File: src/rtl/icache.sv
// Direct-mapped, read-only instruction cache: one 32-bit word per frame, fill on miss.
// Optional build macro ICACHE_STATS_EN adds hit_count / miss_count output ports.
module icache #(
  parameter int SETS = 16
) (
  input  logic        CLK,
  input  logic        nRST,
  input  logic        imemREN,
  input  logic [31:0] imemaddr,
  output logic        ihit,
  output logic [31:0] imemload,
  output logic        iREN,
  output logic [31:0] iaddr,
  input  logic        iwait,
  input  logic [31:0] iload
`ifdef ICACHE_STATS_EN
  ,
  output logic [31:0] hit_count,
  output logic [31:0] miss_count
`endif
);
  localparam int IDX_W = $clog2(SETS);
  localparam int TAG_W = 30 - IDX_W;

  typedef enum logic {IDLE, MISS} state_t;

  state_t           state;
  logic [SETS-1:0]  valid;
  logic [TAG_W-1:0] tags [SETS];
  logic [31:0]      data [SETS];
  logic [31:0]      miss_addr;

  logic [IDX_W-1:0] req_idx;
  logic [IDX_W-1:0] fill_idx;
  logic [TAG_W-1:0] req_tag;
  logic [TAG_W-1:0] fill_tag;
  logic             hit;
  logic             fill;
  logic             unused_ok;

  assign req_idx  = imemaddr[IDX_W+1:2];
  assign req_tag  = imemaddr[31:IDX_W+2];
  assign fill_idx = miss_addr[IDX_W+1:2];
  assign fill_tag = miss_addr[31:IDX_W+2];

  // Lookups are only honoured in IDLE; during a fill the datapath sees no hit.
  assign hit  = (state == IDLE) && imemREN && valid[req_idx] && (tags[req_idx] == req_tag);
  assign fill = (state == MISS) && !iwait;

  assign ihit      = hit;
  assign imemload  = hit ? data[req_idx] : 32'd0;
  assign iaddr     = miss_addr;
  assign unused_ok = ^imemaddr[1:0];

  always_ff @(posedge CLK or negedge nRST) begin
    if (!nRST) begin
      state     <= IDLE;
      iREN      <= 1'b0;
      miss_addr <= 32'd0;
      valid     <= '0;
    end else begin
      case (state)
        IDLE: begin
          if (imemREN && !hit) begin
            state     <= MISS;
            iREN      <= 1'b1;
            miss_addr <= {imemaddr[31:2], 2'b00};
          end
        end
        MISS: begin
          // The fill runs to completion regardless of what the datapath does meanwhile.
          if (!iwait) begin
            state           <= IDLE;
            iREN            <= 1'b0;
            valid[fill_idx] <= 1'b1;
          end
        end
        default: begin
          state <= IDLE;
          iREN  <= 1'b0;
        end
      endcase
    end
  end

  // Tag and data storage carry no reset; valid bits alone gate their use.
  always_ff @(posedge CLK) begin
    if (fill) begin
      tags[fill_idx] <= fill_tag;
      data[fill_idx] <= iload;
    end
  end

`ifdef ICACHE_STATS_EN
  always_ff @(posedge CLK or negedge nRST) begin
    if (!nRST) begin
      hit_count  <= 32'd0;
      miss_count <= 32'd0;
    end else begin
      if (hit)
        hit_count <= hit_count + 32'd1;
      if ((state == IDLE) && imemREN && !hit)
        miss_count <= miss_count + 32'd1;
    end
  end
`endif

endmodule

File: config.mk
export PLATFORM = sky130hd
export DESIGN_NAME = icache
export DESIGN_NICKNAME = d
export VERILOG_FILES = /design/src/rtl/icache.sv
export SDC_FILE = /design/constraint.sdc
export NUM_CORES = 1
export LEC_CHECK = 0
export BUFFER_PORTS_ARGS = -buffer_cell sky130_fd_sc_hd__buf_2
export CORE_ASPECT_RATIO = 1.75
export CORE_MARGIN = 2
export CORE_UTILIZATION = 40
export CTS_CLUSTER_SIZE = 25
export DETAILED_ROUTE_END_ITERATION = 7
export PLACE_DENSITY = 0.56
export SYNTH_ARGS = -nofsm -noshare
export SYNTH_HDL_FRONTEND = slang
export SYNTH_SLANG_ARGS = --single-unit
File: constraint.sdc
create_clock -name CLK -period 6.6 [get_ports CLK]
set_input_delay 0.33 -clock CLK [delete_from_list [all_inputs] [get_ports CLK]]
set_output_delay 0.33 -clock CLK [all_outputs]
set_load 0.02 [all_outputs]
==> results.cfg <==
[cts]
clockRootBuffer = clkbuf_16
postCtsHoldBufs = 33
post_cts_resized = 0
cts_tree = yes
cts_buffer_depth = 3
cts_made_buffers = 88
cts_sinks = 976
clk_latency_ps = 670
post_cts_buffers = 0
clkSlewWorstSetupHoldPaths_ps = 60
h-tree-depth = 3

[worst_setup_path]
cp.depth = 12
critPathKind = in -> out
path_delay_family = buffers and inverters
worst_setup_path_start_kind = input port
r2r_end = iaddr[12]
cp_cell_sequence = buf_8 > buf_4 > mux4_2 > mux2i_1 > nor2_1 > a2111oi_0 > a21oi_1 > a2111oi_0 > nand4_1 > buf_4 > nor2b_1 > buf_2
reg2reg_from = tags[8][7]
cp_data_required_time_ps = 6270
crit_end = imemload[1]
crit_path_top_delay_cell = buf_8
r2r.worst_path.cells = 9
end_kind = output pin
critPathBufInv = 4
path_max_fanout = 98
cp_data_arrival_time_ps = 4450
max_stage_delay_ps = 610
startpoint = imemaddr[3]
ff2ff_setup_slack_ps = 2730

[global_routing]
grt_pass1_wl_um = 138000
first_global_vias = 19400
overflow = 0
globalRouteMet3Util_pct = 2.21
track_usage_pct = 19.6
antenna_found_initial = 7
grt_max_degree = 99
use_met2_pct = 35.8
busiest_layer = met2
met1_usage_pct = 23.8

[power]
p_total_mw = 13.7
power_density_nw_per_um2 = 314
ir_drop_mv = 0.203
total_leakage_power_nw = 14.2

[cells_and_area]
final_util_pct = 46.0
drive_gt1_share_pct = 31.8
nFillCells = 7902
syn_to_final_growth_pct = 14.5
regArea_um2 = 29100
final_area_um2 = 43800
multi_input_area_um2 = 8810
nets = 1994

[placement]
hpwl_um = 53500
dpl_cell_area_um2 = 40500
place.port_buffers = 129
gp_congestion = 0.837

[timing]
timing.final.crit_share_pct = 72.5
setup_violations = 0
tns_ps = 0
worst-slew-pin-transition_ps = 1130
rsz0062_at_grt = no
relSlewSlack_pct = 24.5
final-max-slew-violation-count = 0
hold_viol = 0
period_needed_ps = 4780
finClkSkew_ps = 28.6
timing.fmax_mhz = 209

[logic_synthesis]
ys_ff_latch = 976
ys.flop_type = edfxtp_1
ys_types = 66
synth_top_cell_area_share_pct = 72.8
yosys-top-cells-count = edfxtp_1 (928), mux4_2 (237), mux2i_1 (57)
synthTopCellsByArea = edfxtp_1 (73%), mux4_2 (14%), dfrtp_1 (3.1%), mux2i_1 (1.5%), mux2_4 (1.1%)
synth_edf_count = 928
postSynth.asyncResetShare_pct = 4.92
netlist_instances = 1708
netlist_area_um2 = 38300
yosysMostFrequentCell = edfxtp_1
synth.yosys.seq_area_share_pct = 76.0
yosys_warnings = 0
syn_area_per_cell_um2 = 22.4
synth_top_area_cell = edfxtp_1

[flow_run]
drv_cap = 0

[floorplanning]
start_util_pct = 40.2
core_um2 = 95200
dieArea_um2 = 98200
die_h_um = 413
rows = 150
die_w_um = 238
io_pins = 134

[routing]
drc = 0
avgRoutedWirePerCell_um = 29.4
drt-vias-per-instance = 5.65
drt_pass1_iterations = 5
vias = 18200
wl_um = 94800
drt-initial-drc-count = 1297
antenna_left = 0

[run_status]
outcome = completed

[min_path]
hp-class = in -> reg
-- per-stage QoR --
stage	setup WS [ps]	hold slack, ps	std cells
finish	1820	33.4	3220
global route	1550	44.8	3219
CTS	1810	0.267	3217
detailed placement	1770	453	3019
global placement	1730	446	3019
floorplan	1130	34.4	1709
-- state kept, by name (all words and copies together), names as in the netlist --
| register | flops |
|---|---|
| iaddr | 30 |
| iREN | 1 |
| valid | 16 |
| tags | 416 |
| data | 512 |
| state | 1 |
-- area by class of cell --
cell class,instances,area share (%)
inverter,5,0.0457
clock inverter,59,1.38
tap,1216,3.47
clock buffer,106,5.45
antenna,3,0.0171
timing repair buffer,211,3.16
multi-input combinational,644,20.1
sequential,976,66.4
-- worst min path at each step --
stage	from	end	slack (ps)	cells after the start
3_5_place_dp	valid[0]	valid[0]	450	1
2_1_floorplan	nRST	iREN	30	0
6_report	imemaddr[12]	iaddr[12]	30	2
4_1_cts	iload[27]	data[8][27]	0.3	1
3_3_place_gp	valid[5]	valid[5]	450	1
5_1_grt	imemaddr[12]	iaddr[12]	40	2
-- cell families after synthesis --
family / share of synthesized area [%]
flops: 76.0
compound gates: 1.80
simple gates: 2.51
other cells: 0.00980
mux: 17.7
buf+inv: 1.31
xor+xnor: 0.641
-- where the power goes --
| group | leakage (nW) | internal [mW] | switching (mW) |
|---|---|---|---|
| Clock | 1.47 | 3.03 | 2.28 |
| Sequential | 8.92 | 7.16 | 0.246 |
| Combinational | 3.86 | 0.435 | 0.593 |
| Total | 14.2 | 10.6 | 3.12 |
-- layer usage --
layer / wire length, um / vias up
met1: 37000 / 9926
met3: 3520 / 148
met4: 2750 / 6
met2: 51500 / 474
met5: 40 / -
li1: - / 7628
-- placed cells by master, fill, tap and decap left out, types with 21 or more instances in the layout --
cell type / instances
buf_4: 48
edfxtp_1: 928
mux4_2: 237
mux2_4: 28
nor2_1: 21
nor2b_1: 44
mux2i_1: 57
nand2_1: 24
clkinv_2: 23
buf_2: 126
clkbuf_16: 93
dlygate4sd3_1: 33
dfrtp_1: 48
a22oi_1: 21
(Power assumes the default switching activity.)
